===== config.mk =====
export PLATFORM = sky130hd
export DESIGN_NAME = riscv_phase_sequencer
export DESIGN_NICKNAME = d
export VERILOG_FILES = /design/src/rtl/riscv_phase_sequencer.sv
export SDC_FILE = /design/constraint.sdc
export NUM_CORES = 1
export LEC_CHECK = 0
export ABC_AREA = 1
export BUFFER_PORTS_ARGS = -buffer_cell sky130_fd_sc_hd__buf_2
export CAP_MARGIN = 20
export CORE_MARGIN = 10
export CORE_UTILIZATION = 39
export DETAILED_ROUTE_END_ITERATION = 16
export GPL_ROUTABILITY_DRIVEN = 0
export GPL_TIMING_DRIVEN = 0
export HOLD_SLACK_MARGIN = 0.15
export PLACE_DENSITY_LB_ADDON = 0.08
export RECOVER_POWER = 50
export SLEW_MARGIN = 20
export SYNTH_ARGS = -nofsm -noshare
export SYNTH_HDL_FRONTEND = slang
export SYNTH_SLANG_ARGS = --single-unit

===== constraint.sdc =====
create_clock -name clk -period 1.25 [get_ports clk]
set_input_delay 0.125 -clock clk [delete_from_list [all_inputs] [get_ports clk]]
set_output_delay 0.125 -clock clk [all_outputs]
set_load 0.05 [all_outputs]

===== src/rtl/riscv_phase_sequencer.sv =====
// riscv_phase_sequencer: multi-cycle FETCH/DECODE/EXECUTE/MEM/WRITEBACK control FSM with memory timeout fault.
// Optional performance counters are enabled by defining RISCV_PERF_CNT_EN.
module riscv_phase_sequencer #(
   parameter int MEM_TIMEOUT = 15,
   parameter int CNT_W       = 32
) (
   input  logic             clk,
   input  logic             reset,
   input  logic             run,
   input  logic [6:0]       opcode,
   input  logic             memReady,
   output logic             memReq,
   output logic             MemRW,
   output logic             irWrite,
   output logic             pcWrite,
   output logic             regWriteEnable,
   output logic [2:0]       phase,
   output logic             busy,
   output logic             fault,
   output logic [CNT_W-1:0] cycleCount,
   output logic [CNT_W-1:0] instRetired
);
   localparam int TW = $clog2(MEM_TIMEOUT + 1);
   localparam logic [6:0] OP_IMM = 7'b0010011;
   localparam logic [6:0] OP_REG = 7'b0110011;
   localparam logic [6:0] OP_LD  = 7'b0000011;
   localparam logic [6:0] OP_ST  = 7'b0100011;

   typedef enum logic [2:0] {
      IDLE      = 3'd0,
      FETCH     = 3'd1,
      DECODE    = 3'd2,
      EXECUTE   = 3'd3,
      MEM       = 3'd4,
      WRITEBACK = 3'd5,
      FAULT     = 3'd6
   } state_t;

   state_t          state_q, state_d;
   logic [6:0]      op_q, op_d;
   logic [TW-1:0]   tmo_q, tmo_d;
   logic            waiting, expired, legal;

   assign waiting = (state_q == FETCH || state_q == MEM) && !memReady;
   assign expired = waiting && tmo_q == TW'(MEM_TIMEOUT);
   assign legal   = opcode == OP_IMM || opcode == OP_REG || opcode == OP_LD || opcode == OP_ST;

   always_comb begin
      state_d        = state_q;
      op_d           = op_q;
      memReq         = 1'b0;
      MemRW          = 1'b0;
      irWrite        = 1'b0;
      pcWrite        = 1'b0;
      regWriteEnable = 1'b0;
      case (state_q)
         IDLE:      state_d = run ? FETCH : IDLE;
         FETCH: begin
            memReq  = 1'b1;
            irWrite = memReady;
            state_d = memReady ? DECODE : expired ? FAULT : FETCH;
         end
         DECODE: begin
            op_d    = opcode;
            state_d = legal ? EXECUTE : FAULT;
         end
         EXECUTE:   state_d = (op_q == OP_LD || op_q == OP_ST) ? MEM : WRITEBACK;
         MEM: begin
            memReq  = 1'b1;
            MemRW   = op_q == OP_ST;
            pcWrite = memReady && op_q == OP_ST;
            state_d = !memReady ? (expired ? FAULT : MEM)
                    : op_q == OP_ST ? (run ? FETCH : IDLE) : WRITEBACK;
         end
         WRITEBACK: begin
            regWriteEnable = 1'b1;
            pcWrite        = 1'b1;
            state_d        = run ? FETCH : IDLE;
         end
         default:   state_d = FAULT;
      endcase
      // any phase change restarts the wait count, so entry to FETCH/MEM always starts at zero
      tmo_d = state_d != state_q ? '0 : waiting ? tmo_q + TW'(1) : tmo_q;
   end

   always_ff @(posedge clk) begin
      if (reset) begin
         state_q <= IDLE;
         op_q    <= '0;
         tmo_q   <= '0;
      end else begin
         state_q <= state_d;
         op_q    <= op_d;
         tmo_q   <= tmo_d;
      end
   end

   assign phase = state_q;
   assign busy  = state_q != IDLE && state_q != FAULT;
   assign fault = state_q == FAULT;

`ifdef RISCV_PERF_CNT_EN
   logic [CNT_W-1:0] cyc_q, ret_q;
   always_ff @(posedge clk) begin
      if (reset) begin
         cyc_q <= '0;
         ret_q <= '0;
      end else begin
         if (busy) cyc_q <= cyc_q + CNT_W'(1);
         if (pcWrite) ret_q <= ret_q + CNT_W'(1);
      end
   end
   assign cycleCount  = cyc_q;
   assign instRetired = ret_q;
`else
   assign cycleCount  = '0;
   assign instRetired = '0;
`endif
endmodule

==> impl_results.md, run 1 <==
* Result of the run: finished with violations
* Violations in the final reports: negative setup slack
* Sequential cell area fraction in the yosys report at 21.0%
* Total of warnings raised by yosys at 0
* Number of diodes at 0
* Clock sink count at 14
* Core Region at 0.00331 mm²
* Hold Crit Class: input pin to flop
* Number of distinct library cells after synthesis at 23
* Avg Vias per Cell at 3.65
* Post-synthesis to final-layout area growth at 60.0%
* Setup-violating endpoint count in the final report at 12
* Die Footprint at 0.00617 mm²
* Number of buffers created by CTS at 3
* Chain of cells forming the critical path: nor2_4 > nand2_4 > inv_2 > or2_1 > buf_6 > buf_8
* Max cap viols at 0
* Global-route congestion overflow total at 0
* Routed WL at 3.45 mm
* Buffering stage count on the worst path with inverters included at 3
* RSZ-0062 raised after global routing: yes
* Post-CTS clock slew at the launch and capture registers of the worst setup and hold paths at 0.09 ns
* Worst Min Path Start: opcode[0]
* Maximum resistive drop on vdd at 0.440 mV
* DRC violations left at 0
* Vias at 1,274
* Effective utilization at floorplan at 40.4%
* Initial antenna violation count at 0
* Area of the mapped netlist at 0.00134 mm²
* Number of placement rows at 21
* Required time of the critical path at 1.12 ns
* Count of pins over their slew limit at 0
* Pre-Repair DR Iteration Count at 4
* Vert. Die Dim at 78.5 µm
* Via count of the first global-routing pass at 1,215
* Critical Path Slowest Stage Cell: dfxtp_4
* Proportion of layout cells with a drive suffix above 1 at 50.8%
* Boundary pin count at 85
* Sum of net half-perimeters after detailed placement at 2.77 mm
* Clock period minus final worst setup slack at 1.49 ns
* Total power draw at 1.98 mW
* Largest buffer count on any clock path at 2
* Number of violations reported at the end of detailed-routing iteration 0 at 34
* Minimum setup slack among reg-to-reg paths at -0.21 ns
* Top fanout value on the critical path at 6
* Post-route fraction of the period consumed by the critical path at 119%
* Reg2reg start: phase[0]$_SDFF_PP0_
* Area post-placement at 0.00178 mm²
* Overall Global Routing Usage at 10.1%
* Kind of launch point of the worst setup path: flop
* CTS tree: built
* Filler cell count at 316
* Number of stages on the worst hold path at 3
* Worst EP arrival at 1.37 ns
* Gate count of the mapped netlist at 198
* Maximum operating frequency at 670 MHz
* Final worst-path setup slack at -0.243 ns
* Cell area after layout at 0.00214 mm²
* WL per Instance at 9.87 µm
* Core Util, Final at 64.6%
* Setup total negative slack at -1.70 ns
* PD cells at 926 mW/mm²
* Min Hold Slack at 0.140 ns
* Cell count of the worst reg-to-reg path at 9
* CP Capture Type: primary output
* H-tree levels at 1
* Clock latency of the later-clocked register in the worst-skew pair at 0.28 ns
* Global-route wire length before repair at 5.29 mm
* Family of cells with the greatest summed delay on the critical path: flip-flops
* Worst min-delay path endpoint: op_q[0]$_SDFFE_PP0P_
* Post-layout nets at 316
* Antenna-violating nets left at 0
* Cell at the root of the clock tree: clkbuf_4
* Largest stage delay, worst path at 0.42 ns
* Pin count of the biggest net entering global routing at 11
* Synthesized flop and latch total at 14
* Post-Syn Area per Cell at 6.75 µm²
* Leakage power at 1.21 nW
* Hold Violations, Final at 0
* Crit Reg-Reg Endpoint: tmo_q[2]$_SDFFE_PP0P_
* Chip Width at 78.5 µm
* Crit Path Category: flop to primary output
* Setup Skew at 0.000513 ns
* # port buffers at 20
[repair_timing]
action                     4_1_cts  5_1_grt
pin swaps                        4       13
setup endpoints to repair       17       19
buffers inserted                 8        5
hold endpoints to repair         6        0
resized for setup               23       37
hold buffers                     6        0
[per-layer routing]
metal	vias to the layer above	part of all wire, %	global-route usage [%]
met5	-	0	0
met4	0	2.1	4.30
met3	7	11	4.78
met2	60	47	16.1
met1	514	40	11.3
li1	693	-	-
[final cells by class]
cell class	count	area, µm²	area share, %
Sequential cell	14	299	14.0
Buffer	65	492	23.0
Multi-Input combinational cell	155	827	38.7
Tap cell	46	57.6	2.69
Inverter	26	111	5.21
Timing Repair Buffer	39	315	14.7
Clock buffer	4	36.3	1.70
[metrics by stage]
stage          std cells  setup WS (ns)
2_1_floorplan        261         -0.237
3_3_place_gp         327         -0.199
3_5_place_dp         327         -0.199
4_1_cts              344         -0.230
5_1_grt              349         -0.312
6_report             349         -0.243
[flip-flops by register name (all words and copies together) (netlist names)]
signal,count
op_q,7
tmo_q,4
phase,3
[cell families after synthesis]
kind of cell | share of synthesized area, %
compound gates | 6.37
xor+xnor | 1.97
fa+ha+maj | 0.936
buf+inv | 44.7
flops | 21.0
other cells | 0.281
simple gates | 24.8
[cell usage after synthesis]
library cell,instances,area [µm²]
nor2_2,4,25.0
inv_2,2,7.51
conb_1,1,3.75
nor3_2,1,10.0
xnor2_1,2,17.5
dfxtp_1,14,280
buf_6,1,11.3
nor2_1,15,56.3
nand3_2,2,20.0
nand3_1,16,80.1
buf_4,65,488
ha_1,1,12.5
inv_1,23,86.3
and2_1,1,6.26
a21oi_1,9,45.0
nand2_2,2,12.5
nand2_4,1,11.3
nor3_1,2,10.0
clkinv_1,1,3.75
o21ai_0,8,40.0
nand2_1,25,93.8
xor2_1,1,8.76
or2_1,1,6.26
[report_power, final]
part	total, mW	internal, mW	switching (mW)
clock	0.327	0.177	0.150
sequential	0.517	0.478	0.0398
combinational	1.14	0.365	0.771
total	1.98	1.02	0.961
[tightest hold or removal path, stage by stage]
cell and delay, ns:
buf_2 0.09, o21ai_1 0.06, a21oi_1 0.11
[cells in the final DEF (no fill, tap or decap), drive strengths merged]
cell type,instances
inv,24
clkinv,1
nor3,3
clkinvlp,1
o21ai,8
nand3,18
a21oi,9
ha,1
dlygate4sd3,6
xor2,1
and2,1
or2,1
dfxtp,14
conb,64
nor2,19
xnor2,2
clkbuf,5
nand2,28
buf,97
[worst max path at each step]
stage / startpoint / end / slack [ns] / cells past startpoint
finish: phase[1]$_SDFF_PP0_ / memReq / -0.24 / 6
global route: phase[1]$_SDFF_PP0_ / tmo_q[2]$_SDFFE_PP0P_ / -0.31 / 10
CTS: phase[1]$_SDFF_PP0_ / memReq / -0.23 / 6
detailed placement: phase[1]$_SDFF_PP0_ / tmo_q[3]$_SDFFE_PP0P_ / -0.20 / 10
global placement: phase[1]$_SDFF_PP0_ / tmo_q[3]$_SDFFE_PP0P_ / -0.20 / 10
floorplan: phase[0]$_SDFF_PP0_ / tmo_q[3]$_SDFFE_PP0P_ / -0.24 / 9
Note: power is estimated with default switching activity, not from simulation.
==> inputs of run 2 (changes only) <==
==> constraint.sdc (replaced) <==
create_clock -name clk -period 1.25 [get_ports clk]
set_input_delay 0.125 -clock clk [delete_from_list [all_inputs] [get_ports clk]]
set_output_delay 0.125 -clock clk [all_outputs]
set_load 0.01 [all_outputs]
==> run 2 against run 1 <==
Flip-flop and latch count is the same. Maximum frequency up 5.3%. Clock skew is 0.0022 ns higher. Critical endpoint unchanged. Setup slack better by 0.074 ns. Worst hold slack improved by 0.072 ns. Utilization decreased by 2.9 points. The flow still finishes with violations (negative setup slack). Via count is 0.71% lower. Critical path depth fell by 1. Cell count is 0.57% lower.
==> impl_results.md, run 2 (same netlist as run 1, synthesis figures left out) <==
* Overall Global Routing Usage at 10.4% (+0.32 points)
* Violations in the final reports: negative setup slack
* Global-route congestion overflow total at 0 (unchanged)
* Commonest non-fill, non-tap cells in the layout: 71 x buf_4, 64 x conb_1, 20 x nand2_1
* Required time of the critical path at 1.12 ns (about the same)
* Setup-violating endpoint count in the final report at 12 (unchanged)
* Largest buffer count on any clock path at 2 (unchanged)
* Number of placement rows at 21 (unchanged)
* Maximum operating frequency at 705 MHz (+5.3%)
* Critical Path Slowest Stage Cell: dfxtp_4
* Initial antenna violation count at 0 (unchanged)
* Clock period minus final worst setup slack at 1.42 ns (-0.0745 ns)
* Hold Crit Class: input pin to flop
* Die Footprint at 0.00617 mm² (unchanged)
* Logic pwr share at 42.6% (-15 points)
* Number of diodes at 0 (unchanged)
* DRC violations left at 0 (unchanged)
* Kind of launch point of the worst setup path: flop
* Boundary pin count at 85 (unchanged)
* Number of buffers created by CTS at 3 (unchanged)
* Hold Violations, Final at 0 (unchanged)
* Power share of the clock group at 22.6% (+6.1 points)
* Sum of net half-perimeters after detailed placement at 2.74 mm (-0.75%)
* Core Region at 0.00331 mm² (unchanged)
* Cell area after layout at 0.00204 mm² (-4.6%)
* Maximum resistive drop on vdd at 0.338 mV (-23%)
* Routed WL at 3.45 mm (+0.17%)
* Net switching power at 0.538 mW (-44%)
* P_int at 0.970 mW (-4.9%)
* Largest stage delay, worst path at 0.42 ns (about the same)
* Post-layout nets at 314 (-0.63%)
* Post-route fraction of the period consumed by the critical path at 113% (-6.0 points)
* Worst EP arrival at 1.29 ns (-0.08 ns)
* Via count of the first global-routing pass at 1,277 (+5.1%)
* Sequential fraction of design power at 34.7% (+8.6 points)
* RSZ-0062 raised after global routing: yes
* CTS tree: built
* Chip Width at 78.5 µm (unchanged)
* Pre-Repair DR Iteration Count at 4 (unchanged)
* H-tree levels at 1 (unchanged)
* Setup total negative slack at -1.20 ns (+0.503 ns)
* # port buffers at 20 (unchanged)
* Global-route layer with the greatest usage: met2
* Reg with most FFs: op_q
* Antenna-violating nets left at 0 (unchanged)
* Post-CTS clock slew at the launch and capture registers of the worst setup and hold paths at 0.09 ns (about the same)
* Leakage power at 1.19 nW (-1.8%)
* Switching Share at 35.7% (-13 points)
* CP Capture Type: primary output
* Area post-placement at 0.00175 mm² (-1.8%)
* Vias at 1,265 (-0.71%)
* Met2 GRT Util at 18.3% (+2.2 points)
* Final cell count without fillers at 347 (-0.57%)
* Met1 GRT Util at 9.74% (-1.6 points)
* Cell at the root of the clock tree: clkbuf_4
* Top fanout value on the critical path at 5 (-1)
* Pin count of the biggest net entering global routing at 11 (unchanged)
* Crit Path Category: flop to primary output
* Met3 Use GR at 4.90% (+0.11 points)
* Clock sink count at 14 (unchanged)
* Setup Skew at 0.00267 ns (+0.00216 ns)
* Result of the run: finished with violations
* Vert. Die Dim at 78.5 µm (unchanged)
* Number of flip-flops under the largest register name at 7 (unchanged)
* Number of violations reported at the end of detailed-routing iteration 0 at 47 (+38%)
* Core Util, Final at 61.6% (-2.9 points)
* PD cells at 739 mW/mm² (-20%)
* Proportion of layout cells with a drive suffix above 1 at 47.2% (-3.6 points)
* Placed cells at 327 (unchanged)
* Final worst-path setup slack at -0.169 ns (+0.0745 ns)
* WL per Instance at 9.95 µm (+0.75%)
* Max cap viols at 0 (unchanged)
* Most common cell after layout, fill and taps aside: buf_4
* Chain of cells forming the critical path: nor2_4 > nand2_4 > inv_4 > or2_4 > buf_6
* Avg Vias per Cell at 3.65 (-0.13%)
* Clock latency of the later-clocked register in the worst-skew pair at 0.29 ns (about the same)
* Global-route wire length before repair at 5.36 mm (+1.4%)
* Post-synthesis to final-layout area growth at 52.7%
* Count of pins over their slew limit at 0 (unchanged)
* Total power draw at 1.51 mW (-24%)
* Effective utilization at floorplan at 40.4% (unchanged)
[run 2: final cells by class]
cell class	count	area, µm²
repair buffers	38	279
plain buffers	64	480
clock buffers	4	36.3
flip-flops and latches	14	299
fillers	317	1270
inverters	26	106
multi-input cells	155	782
well taps	46	57.6
[run 2: metrics by stage]
step                      hold slack, ns  worst slack [ns]
final                              0.213            -0.169
after global routing               0.225            -0.259
after CTS                          0.208            -0.159
after detailed placement           0.314            -0.182
after global placement             0.314            -0.158
after floorplan                    0.184           -0.0757
[run 2: final timing paths]
check	startpoint	to	slack, ns	cells past startpoint
worst max-delay path	phase[0]$_SDFF_PP0_	memReq	-0.17	5
worst max register to register	phase[0]$_SDFF_PP0_	tmo_q[1]$_SDFFE_PP0P_	-0.12	11
worst min register to register	op_q[4]$_SDFFE_PP0P_	op_q[4]$_SDFFE_PP0P_	0.47	2
worst min-delay path	memReady	phase[0]$_SDFF_PP0_	0.21	3
[run 2: timing repair]
action / in CTS / in global routing
endpoints found under the hold margin: 8 / 0
resized for setup: 25 / 19
pin swaps: 11 / 17
buffers inserted: 9 / 1
endpoints found under the setup margin: 16 / 17
hold buffers: 8 / 0
[run 2: layer usage]
layer | part of all wire (%) | wire [µm]
met5 | 0 | 0
met4 | 2.1 | 74
met3 | 11 | 378
met2 | 47 | 1620
met1 | 40 | 1380
[run 2: power by group through the flow]
stage / Combinational, mW / Sequential (mW) / Clock, mW
after CTS: 0.602 / 0.516 / 0.348
after global placement: 0.533 / 0.516 / 0
final: 0.643 / 0.524 / 0.341
after global routing: 0.717 / 0.528 / 0.361
after detailed placement: 0.531 / 0.516 / 0
after floorplan: 0.445 / 0.514 / 0
[run 2: critical path, delay by kind of cell, from the launching register on]
kind | cells | cell delay, ns
buffers and inverters | 2 | 0.17
AND/OR/NAND/NOR | 3 | 0.40
flip-flops | 1 | 0.42
